--- src/rtl/ram_arbiter.sv ---
// Two-requester arbiter for a single-port RAM with registered inputs: one writer,
// one reader, alternating priority on ties and a read-latency sequencer.
module ram_arbiter #(
  parameter int ADDR_W = 8,
  parameter int DATA_W = 8,
  parameter int RD_LAT = 1
) (
  input  logic              clk,
  input  logic              rst,
  input  logic              wr_req,
  input  logic [ADDR_W-1:0] wr_addr,
  input  logic [DATA_W-1:0] wr_data,
  output logic              wr_gnt,
  input  logic              rd_req,
  input  logic [ADDR_W-1:0] rd_addr,
  output logic              rd_gnt,
  output logic [DATA_W-1:0] rd_data,
  output logic              rd_valid,
  output logic [ADDR_W-1:0] ram_addr,
  output logic [DATA_W-1:0] ram_data,
  output logic              ram_wren,
  input  logic [DATA_W-1:0] ram_q
);

  localparam logic [1:0] IDLE    = 2'd0;
  localparam logic [1:0] WR      = 2'd1;
  localparam logic [1:0] RD      = 2'd2;
  localparam logic [1:0] RD_WAIT = 2'd3;

  // Last RD_WAIT cycle, i.e. the cycle in which ram_q holds the addressed word.
  localparam logic [1:0] WAIT_LAST = 2'(RD_LAT - 1);

  logic [1:0]        state_reg, state_next;
  logic [1:0]        cnt_reg, cnt_next;
  logic              last_wr_reg, last_wr_next;
  logic              wr_gnt_reg, wr_gnt_next;
  logic              rd_gnt_reg, rd_gnt_next;
  logic              rd_valid_reg, rd_valid_next;
  logic              ram_wren_reg, ram_wren_next;
  logic [ADDR_W-1:0] ram_addr_reg, ram_addr_next;
  logic [DATA_W-1:0] ram_data_reg, ram_data_next;
  logic [DATA_W-1:0] rd_data_reg, rd_data_next;
  logic              pick_wr;

  // On a tie the port that did not win last time goes next.
  assign pick_wr = wr_req && (!rd_req || !last_wr_reg);

  always_comb begin
    state_next    = state_reg;
    cnt_next      = cnt_reg;
    last_wr_next  = last_wr_reg;
    wr_gnt_next   = 1'b0;
    rd_gnt_next   = 1'b0;
    rd_valid_next = 1'b0;
    ram_wren_next = 1'b0;
    ram_addr_next = ram_addr_reg;
    ram_data_next = ram_data_reg;
    rd_data_next  = rd_data_reg;
    case (state_reg)
      IDLE: begin
        if (pick_wr) begin
          state_next    = WR;
          wr_gnt_next   = 1'b1;
          ram_wren_next = 1'b1;
          ram_addr_next = wr_addr;
          ram_data_next = wr_data;
          last_wr_next  = 1'b1;
        end else if (rd_req) begin
          state_next    = RD;
          rd_gnt_next   = 1'b1;
          ram_addr_next = rd_addr;
          last_wr_next  = 1'b0;
        end
      end
      WR: begin
        state_next = IDLE;
      end
      RD: begin
        state_next = RD_WAIT;
        cnt_next   = 2'd0;
      end
      RD_WAIT: begin
        if (cnt_reg == WAIT_LAST) begin
          state_next    = IDLE;
          rd_data_next  = ram_q;
          rd_valid_next = 1'b1;
        end else begin
          cnt_next = 2'(cnt_reg + 2'd1);
        end
      end
      default: begin
        state_next = IDLE;
      end
    endcase
  end

  always_ff @(posedge clk or negedge rst) begin
    if (!rst) begin
      state_reg    <= IDLE;
      cnt_reg      <= 2'd0;
      last_wr_reg  <= 1'b0;
      wr_gnt_reg   <= 1'b0;
      rd_gnt_reg   <= 1'b0;
      rd_valid_reg <= 1'b0;
      ram_wren_reg <= 1'b0;
      ram_addr_reg <= '0;
      ram_data_reg <= '0;
      rd_data_reg  <= '0;
    end else begin
      state_reg    <= state_next;
      cnt_reg      <= cnt_next;
      last_wr_reg  <= last_wr_next;
      wr_gnt_reg   <= wr_gnt_next;
      rd_gnt_reg   <= rd_gnt_next;
      rd_valid_reg <= rd_valid_next;
      ram_wren_reg <= ram_wren_next;
      ram_addr_reg <= ram_addr_next;
      ram_data_reg <= ram_data_next;
      rd_data_reg  <= rd_data_next;
    end
  end

  assign wr_gnt   = wr_gnt_reg;
  assign rd_gnt   = rd_gnt_reg;
  assign rd_valid = rd_valid_reg;
  assign rd_data  = rd_data_reg;
  assign ram_wren = ram_wren_reg;
  assign ram_addr = ram_addr_reg;
  assign ram_data = ram_data_reg;

endmodule

--- config.mk ---
export PLATFORM = sky130hd
export DESIGN_NAME = ram_arbiter
export DESIGN_NICKNAME = d
export VERILOG_FILES = /design/src/rtl/ram_arbiter.sv
export SDC_FILE = /design/constraint.sdc
export NUM_CORES = 1
export LEC_CHECK = 0
export ABC_AREA = 1
export CAP_MARGIN = 40
export CORE_UTILIZATION = 30
export CTS_CLUSTER_SIZE = 10
export DETAILED_ROUTE_END_ITERATION = 7
export SYNTH_ARGS = -nofsm -noshare
export SYNTH_HDL_FRONTEND = slang
export SYNTH_SLANG_ARGS = --single-unit
--- constraint.sdc ---
create_clock -name clk -period 3.7 [get_ports clk]
set_clock_uncertainty 0.15 [all_clocks]
set_input_delay 0.74 -clock clk [delete_from_list [all_inputs] [get_ports clk]]
set_output_delay 0.74 -clock clk [all_outputs]
set_load 0.02 [all_outputs]
==> impl_metrics.env, run 1 <==
export IMPL_die_h_um=70.56
export IMPL_antenna_found_initial=0
export IMPL_clkTransAtPathRegs_ns=0.06
export IMPL_drt_iter0_drc=74
export IMPL_final_core_util=0.4918
export IMPL_synthCells=170
export IMPL_root_buffer="clkbuf_8"
export IMPL_layout_nets=275
export IMPL_ir_drop_mv=0.3169
export IMPL_drive_gt1_frac=0.08403
export IMPL_max_stage_delay_ns=0.62
export IMPL_report_final_slew_viol_count=0
export IMPL_crit_buf_inv=1
export IMPL_path_max_fanout=2
export IMPL_max_cap_violations=0
export IMPL_period_share=0.5769
export IMPL_netlist_area_um2=1410
export IMPL_rr_startpoint="state_reg[1]"
export IMPL_worst_ep_arrival_time_ns=1.24
export IMPL_area_growth_pct=55.01
export IMPL_start_util=0.3173
export IMPL_final_hold_violation_count=0
export IMPL_die_area_um2=4979
export IMPL_leakage_nw=1.105
export IMPL_grt_pass1_wl_mm=5.313
export IMPL_cts_tree="built"
export IMPL_crit_required_ns=2.81
export IMPL_period_minus_slack_ns=2.134
export IMPL_cp_slowest_cell="clkdlybuf4s50_1"
export IMPL_slew_headroom=0.7213
export IMPL_vias_per_cell=4.214
export IMPL_seqCellArea_um2=800.8
export IMPL_track_usage=0.1375
export IMPL_crit_type="reg -> out"
export IMPL_crit_chain="clkdlybuf4s50_1"
export IMPL_drc=12
export IMPL_wl_mm=3.094
export IMPL_cts_max_path_buffers=2
export IMPL_io_pins=64
export IMPL_setup_viol=0
export IMPL_violations="DRC"
export IMPL_coreArea_um2=4444
export IMPL_worst_setup_path_start_kind="register"
export IMPL_cts_buffers=5
export IMPL_grt_max_degree=33
export IMPL_dr_total_vias=1222
export IMPL_multi_input_area_um2=484.2
export IMPL_post_cts_buffers=0
export IMPL_pwr_density_cell_nw_per_um2=775.9
export IMPL_htreeDepth=2
export IMPL_r2r_end="ram_data[4]"
export IMPL_hp_start="rd_data[4]"
export IMPL_hold_depth=2
export IMPL_rows=24
export IMPL_path_delay_family="buffers and inverters"
export IMPL_worst_pin_slew_ns=0.4167
export IMPL_n_antenna_cell=0
export IMPL_ff2ff_setup_slack_ns=2.32
export IMPL_portBuffers=63
export IMPL_wl_per_cell_um=10.67
export IMPL_place_gp_congestion=0.6968
export IMPL_ys_types=20
export IMPL_clock_fmax_mhz=468.5
export IMPL_timing_hold_ws_ns=0.3281
export IMPL_finalSetupTns_ns=0
export IMPL_min_to="rd_data[4]"
export IMPL_fp_dieW_um=70.56
export IMPL_status="finished with violations"
export IMPL_ys_warn_count=0
export IMPL_drtPass1Iterations=7
export IMPL_hp_class="reg -> reg"
export IMPL_postSynthNetCount=207
export IMPL_postRouteAntennaNets=0
export IMPL_fillers=436
export IMPL_seq_area_frac_synth=0.5679
export IMPL_grt_overflow=0
export IMPL_end_kind="output pin"
export IMPL_first_global_vias=1172
export IMPL_hold_buffers=0
export IMPL_reg2reg_depth=5
export IMPL_rsz0062_at_grt="no"
export IMPL_worst_skew_pair_late_latency_ns=0.28
export IMPL_synth_seq_cells=32
export IMPL_synth_avg_cell_area_um2=8.295
export IMPL_cts_resized=0
export IMPL_dp_hpwl_mm=2.214
export IMPL_clock_sinks=32
## logic make-up after synthesis
family	Yosys count	synth area share
buffers and inverters	28	0.08873
flip-flops	32	0.5679
AND/OR/NAND/NOR	105	0.3203
AO/OA/AOI/OAI	4	0.01419
adder cells (fa/ha/maj)	1	0.008872
## final cells by class
class | count | area share
clock buffer | 7 | 0.04408
sequential | 32 | 0.3663
tap | 52 | 0.02977
timing repair buffer | 64 | 0.2919
multi-input combinational | 110 | 0.2215
inverter | 25 | 0.04637
## through the flow
step / worst slack (ns) / power, mW / instances / instance area, um2
final: 1.566 / 1.696 / 290 / 2186
after global routing: 1.476 / 1.822 / 290 / 2186
after CTS: 1.552 / 1.718 / 290 / 2186
after detailed placement: 1.315 / 1.426 / 283 / 2090
after global placement: 1.329 / 1.421 / 283 / 2090
after floorplan: 2.181 / 1.047 / 170 / 1410
## worst max path at each step
stage	from	cells after the start	to	slack [ns]
6_report	rd_data[0]	1	rd_data[0]	1.57
5_1_grt	wr_req	5	ram_data[3]	1.48
2_1_floorplan	wr_req	5	ram_data[0]	2.18
4_1_cts	ram_data[7]	1	ram_data[7]	1.55
3_5_place_dp	wr_req	5	ram_data[4]	1.32
3_3_place_gp	wr_req	5	ram_data[0]	1.33
## per-layer routing
metal / vias to the layer above / part of all wire / track usage
met5: - / 0 / 0
met4: 0 / 0.012 / 0.06000
met3: 5 / 0.070 / 0.03989
met2: 38 / 0.44 / 0.2082
met1: 532 / 0.48 / 0.1849
li1: 647 / - / -
## cell usage after synthesis, drive strengths merged
library cell  instances  area share
dfrtp                32        0.57
nor2                  5       0.020
nand3                18       0.076
a21oi                 1      0.0035
nand2                82        0.22
clkinv                1      0.0062
ha                    1      0.0089
inv                  24       0.066
o21ai                 3       0.011
buf                   3       0.017
## where the power goes
group	total [mW]	internal (mW)	switching, mW
Clock	0.285	0.165	0.120
Sequential	0.599	0.506	0.0933
Combinational	0.812	0.373	0.439
Total	1.70	1.04	0.652
## cells in the final DEF, fill, tap and decap left out, drive strengths merged
cell | synthesis | routed
nand2 | 82 | 82
clkdlybuf4s50 | 0 | 63
dfrtp | 32 | 32
inv | 24 | 24
nand3 | 18 | 18
clkbuf | 0 | 7
nor2 | 5 | 5
o21ai | 3 | 3
clkinv | 1 | 1
a21oi | 1 | 1
ha | 1 | 1
buf | 3 | 1
(Power assumes the default switching activity.)
==> run 2: changes to the inputs <==
==> constraint.sdc (replaced) <==
create_clock -name clk -period 1.89 [get_ports clk]
set_clock_uncertainty 0.15 [all_clocks]
set_input_delay 0.378 -clock clk [delete_from_list [all_inputs] [get_ports clk]]
set_output_delay 0.378 -clock clk [all_outputs]
set_load 0.02 [all_outputs]
==> run 2 against run 1 <==
Clock power rose by 93%. Critical path type unchanged. The run still ends with DRC left. Largest cell class unchanged. Routed wire length decreased by 2.3%. Final cell count is 1.0% higher. Critical path depth did not move. Sequential power grew 95%.
==> impl_metrics.env, run 2 (same netlist as run 1, synthesis figures left out) <==
export IMPL_first_global_vias=1200
export IMPL_postRouteAntennaNets=0
export IMPL_period_share=0.9337
export IMPL_root_buffer="clkbuf_8"
export IMPL_crit_required_ns=1.36
export IMPL_die_area_um2=4979
export IMPL_wl_mm=3.022
export IMPL_dr_total_vias=1235
export IMPL_ir_drop_mv=0.7502
export IMPL_grt_pass1_wl_mm=5.237
export IMPL_placed_area_um2=2112
export IMPL_grt_util_met1=0.1653
export IMPL_path_delay_family="buffers and inverters"
export IMPL_post_cts_buffers=0
export IMPL_start_util=0.3173
export IMPL_gr_usage_met2=0.2233
export IMPL_antenna_found_initial=0
export IMPL_status="finished with violations"
export IMPL_clkTransAtPathRegs_ns=0.06
export IMPL_end_kind="output pin"
export IMPL_dp_hpwl_mm=2.226
export IMPL_report_final_slew_viol_count=0
export IMPL_layout_nets=278
export IMPL_period_minus_slack_ns=1.765
export IMPL_vias_per_cell=4.215
export IMPL_final_area_um2=2208
export IMPL_max_cap_violations=0
export IMPL_place_gp_congestion=0.7504
export IMPL_grtUsageMet3=0.04986
export IMPL_mostFrequentLayoutCell="nand2_1"
export IMPL_fillers=445
export IMPL_leakage_nw=1.118
export IMPL_setup_viol=0
export IMPL_drt_iter0_drc=40
export IMPL_drtPass1Iterations=6
export IMPL_clock_sinks=32
export IMPL_track_usage=0.1347
export IMPL_worst_skew_pair_late_latency_ns=0.27
export IMPL_grt_max_degree=33
export IMPL_worst_pin_slew_ns=0.4063
export IMPL_area_growth_pct=56.61
export IMPL_grt_overflow=0
export IMPL_pwr_density_cell_nw_per_um2=1507
export IMPL_die_h_um=70.56
export IMPL_cts_tree="built"
export IMPL_wl_per_cell_um=10.31
export IMPL_final_hold_violation_count=0
export IMPL_busiest_layer="met2"
export IMPL_drc=12
export IMPL_cts_buffers=5
export IMPL_crit_type="reg -> out"
export IMPL_cts_max_path_buffers=2
export IMPL_fp_dieW_um=70.56
export IMPL_finalSetupTns_ns=0
export IMPL_violations="DRC"
export IMPL_clock_fmax_mhz=566.7
export IMPL_worst_setup_path_start_kind="register"
export IMPL_crit_chain="clkdlybuf4s50_1"
export IMPL_io_pins=64
export IMPL_hp_class="reg -> reg"
export IMPL_cts_resized=0
export IMPL_final_cell_mix="nand2_1, clkdlybuf4s50_1, dfrtp_1"
export IMPL_crit_buf_inv=1
export IMPL_path_max_fanout=2
export IMPL_slew_headroom=0.7291
export IMPL_drive_gt1_frac=0.09544
export IMPL_hold_buffers=0
export IMPL_coreArea_um2=4444
export IMPL_htreeDepth=2
export IMPL_cp_slowest_cell="clkdlybuf4s50_1"
export IMPL_rsz0062_at_grt="no"
export IMPL_portBuffers=63
export IMPL_finalPower_mw=3.327
export IMPL_rows=24
export IMPL_n_antenna_cell=0
export IMPL_max_stage_delay_ns=0.61
export IMPL_worst_ep_arrival_time_ns=1.24
-- run 2: changes by cell type in the layout (fill, tap and decap cells not counted) --
cell   change
buf_4      +3
-- run 2: worst reg2reg max path, stage by stage, from the launching register on --
cell and delay [ns]:
dfrtp_1 0.44, nor2_2 0.16, nand3_2 0.16, buf_4 0.20
nand2_1 0.05, nand2_1 0.05
-- run 2: worst paths after layout --
| kind | from | endpoint | slack, ns | cells after the start |
|---|---|---|---|---|
| hold reg to reg | rd_data[0] | rd_data[0] | 0.33 | 2 |
| hold / removal | rd_data[0] | rd_data[0] | 0.33 | 2 |
| setup reg to reg | state_reg[1] | ram_data[1] | 0.56 | 5 |
| min in group asynchronous | rst | ram_addr[3] | 0.35 | 2 |
| setup / recovery | ram_addr[6] | ram_addr[6] | 0.13 | 1 |
| max in group asynchronous | rst | ram_wren | 0.94 | 2 |
-- run 2: report_power, final --
group | internal (mW) | switching, mW
Clock | 0.324 | 0.226
Combinational | 0.748 | 0.865
Sequential | 0.990 | 0.176
Total | 2.06 | 1.27
-- run 2: area by class of cell --
type / count / area (um2) / area share
clock buffers: 7 / 96.34 / 0.04363
inverters: 25 / 101.3 / 0.04589
multi-input cells: 110 / 484.2 / 0.2193
flip-flops and latches: 32 / 800.8 / 0.3626
well taps: 52 / 65.06 / 0.02946
repair buffers: 67 / 660.6 / 0.2992
-- run 2: layer usage --
| layer | routed length [um] | vias to the layer above | share of wire |
|---|---|---|---|
| met5 | 0 | - | 0 |
| met4 | 29 | 0 | 0.0096 |
| met3 | 206 | 5 | 0.068 |
| met2 | 1418 | 39 | 0.47 |
| met1 | 1367 | 537 | 0.45 |
| li1 | - | 654 | - |
-- run 2: metrics by stage --
step | util | instances | setup slack [ns] | hold slack [ns]
after floorplan | - | 170 | 0.7186 | -0.06759
after global placement | 0.4752 | 286 | 0.1550 | 0.3130
after detailed placement | 0.4752 | 286 | 0.1450 | 0.3151
after CTS | 0.4969 | 293 | 0.1038 | 0.3328
after global routing | 0.4969 | 293 | 0.06087 | 0.3579
final | 0.4969 | 293 | 0.1253 | 0.3275
==> run 3: changes to the inputs <==
--- a/config.mk
+++ b/config.mk
@@ -7,9 +7,11 @@
 export LEC_CHECK = 0
 export ABC_AREA = 1
 export CAP_MARGIN = 40
-export CORE_UTILIZATION = 30
+export CORE_UTILIZATION = 37
 export CTS_CLUSTER_SIZE = 10
 export DETAILED_ROUTE_END_ITERATION = 7
+export PLACE_DENSITY = 0.76
+export REMOVE_ABC_BUFFERS = 1
 export SYNTH_ARGS = -nofsm -noshare
 export SYNTH_HDL_FRONTEND = slang
 export SYNTH_SLANG_ARGS = --single-unit
==> run 3 against run 2 <==
The flow now finishes without violations. Global-route usage rose by 3.7 points. Register-to-register slack improved by 0.04 ns. Die area fell by 18%. Largest power group unchanged. Clock power rose by 18%. Sequential share of layout area barely moved. Maximum frequency fell by 2.0%. Critical path type unchanged. Non-clock buffer count fell by 1. Sequential power barely moved. Critical path depth did not move. Critical endpoint unchanged.
==> impl_metrics.env, run 3 (same netlist as run 1, synthesis figures left out) <==
export IMPL_antenna_found_initial=0
export IMPL_rr_startpoint="cnt_reg[0]"
export IMPL_final_core_util=0.6039
export IMPL_status="finished clean"
export IMPL_reg2reg_depth=6
export IMPL_clkPwrFrac=0.189
export IMPL_comb_power_share=0.468
export IMPL_drtPass1Iterations=6
export IMPL_min_to="ram_data[2]"
export IMPL_drt_iter0_drc=66
export IMPL_hp_start="ram_data[2]"
export IMPL_ff2ff_setup_slack_ns=0.60
export IMPL_period_share=0.9530
export IMPL_crit_chain="clkdlybuf4s50_1"
export IMPL_postRouteAntennaNets=0
export IMPL_clock_fmax_mhz=555.2
export IMPL_hp_class="reg -> reg"
export IMPL_cp_slowest_cell="clkdlybuf4s50_1"
export IMPL_clock_sinks=32
export IMPL_pwr_density_cell_nw_per_um2=1544
export IMPL_path_max_fanout=2
export IMPL_crit_buf_inv=1
export IMPL_hold_buffers=0
export IMPL_area_growth_pct=56.79
export IMPL_track_usage=0.1722
export IMPL_wl_mm=3.006
export IMPL_mostFrequentLayoutCell="nand2_1"
export IMPL_worst_ep_arrival_time_ns=1.27
export IMPL_cts_resized=0
export IMPL_fp_dieW_um=63.74
export IMPL_coreArea_um2=3661
export IMPL_htreeDepth=2
export IMPL_dp_hpwl_mm=2.179
export IMPL_period_minus_slack_ns=1.801
export IMPL_place_gp_congestion=0.7673
export IMPL_ir_drop_mv=0.8208
export IMPL_io_pins=64
export IMPL_path_delay_family="buffers and inverters"
export IMPL_post_cts_buffers=0
export IMPL_max_cap_violations=0
export IMPL_cts_max_path_buffers=2
export IMPL_p_seq_frac=0.342
export IMPL_report_final_slew_viol_count=0
export IMPL_worst_skew_pair_late_latency_ns=0.28
export IMPL_r2r_end="rd_data[7]"
export IMPL_max_stage_delay_ns=0.61
export IMPL_wl_per_cell_um=10.40
export IMPL_p_switching_mw=1.295
export IMPL_root_buffer="clkbuf_8"
export IMPL_vias_per_cell=4.460
export IMPL_rows=22
export IMPL_grt_overflow=0
export IMPL_n_antenna_cell=0
export IMPL_hold_depth=2
export IMPL_start_util=0.3852
export IMPL_end_kind="output pin"
export IMPL_first_global_vias=1248
export IMPL_fillers=333
export IMPL_cp_depth=1
export IMPL_final_cell_mix="nand2_1, clkdlybuf4s50_1, dfrtp_1"
export IMPL_finalSetupTns_ns=0
export IMPL_worst_setup_path_start_kind="register"
export IMPL_final_hold_violation_count=0
export IMPL_layout_nets=277
export IMPL_crit_required_ns=1.36
export IMPL_p_sw_frac=0.3794
export IMPL_portBuffers=63
export IMPL_cts_tree="built"
export IMPL_drive_gt1_frac=0.09544
export IMPL_grt_pass1_wl_mm=5.319
export IMPL_rsz0062_at_grt="no"
export IMPL_internal_power_mw=2.119
export IMPL_slew_headroom=0.7321
export IMPL_drc=0
export IMPL_dr_total_vias=1289
export IMPL_worst_pin_slew_ns=0.4018
export IMPL_die_h_um=63.74
export IMPL_die_area_um2=4062
export IMPL_grt_max_degree=33
export IMPL_crit_type="reg -> out"
export IMPL_cts_buffers=5
export IMPL_setup_viol=0
export IMPL_clkTransAtPathRegs_ns=0.07
export IMPL_leakage_nw=1.118
[run 3: changes by cell type in the layout (fill, tap and decap cells not counted), sizes merged]
cell,change
clkbuf,-2
buf,-1
bufinv,+1
clkinv,+1
clkinvlp,+1
[run 3: final cells by class]
type                    count  area [um2]  area share
clock buffers               5       68.82     0.03113
clock inverters             3       42.54     0.01924
repair buffers             66       653.1      0.2954
flip-flops and latches     32       800.8      0.3622
multi-input cells         110       484.2      0.2190
well taps                  48       60.06     0.02716
inverters                  25       101.3     0.04584
[run 3: per-stage QoR]
step                      instances  total power, mW  setup WS [ns]  hold slack [ns]  area, um2
final                           289            3.414        0.08878           0.3288       2211
after global routing            289            3.668        0.05334           0.3510       2211
after CTS                       289            3.460        0.08239           0.3330       2211
after detailed placement        281            2.796         0.1301           0.3142       2100
after global placement          281            2.773         0.1471           0.3109       2100
after floorplan                 167            2.022         0.6907         -0.06759       1386
[run 3: worst max-delay path by stage]
stage	startpoint	to	slack, ns
6_report	ram_addr[6]	ram_addr[6]	0.09
5_1_grt	ram_addr[6]	ram_addr[6]	0.05
4_1_cts	ram_addr[6]	ram_addr[6]	0.08
3_5_place_dp	rd_req	ram_data[0]	0.13
3_3_place_gp	wr_req	ram_addr[1]	0.15
2_1_floorplan	state_reg[1]	ram_data[0]	0.69
[run 3: power groups by stage]
| stage | clock (mW) | sequential, mW | combinational (mW) |
|---|---|---|---|
| after CTS | 0.665 | 1.17 | 1.62 |
| after detailed placement | 0 | 1.18 | 1.62 |
| after global routing | 0.703 | 1.21 | 1.76 |
| after floorplan | 0 | 1.51 | 0.508 |
| after global placement | 0 | 1.18 | 1.59 |
| final | 0.646 | 1.17 | 1.60 |
[run 3: worst min-delay path, stage by stage (launching register included)]
cell,delay (ns)
dfrtp_1,0.34
nand2_1,0.05
nand2_1,0.05
[run 3: per-layer routing]
layer | wire, um | GRT usage
met4 | 51 | 0.07955
met3 | 174 | 0.05357
met2 | 1441 | 0.2766
met1 | 1339 | 0.2102
met5 | 0 | 0
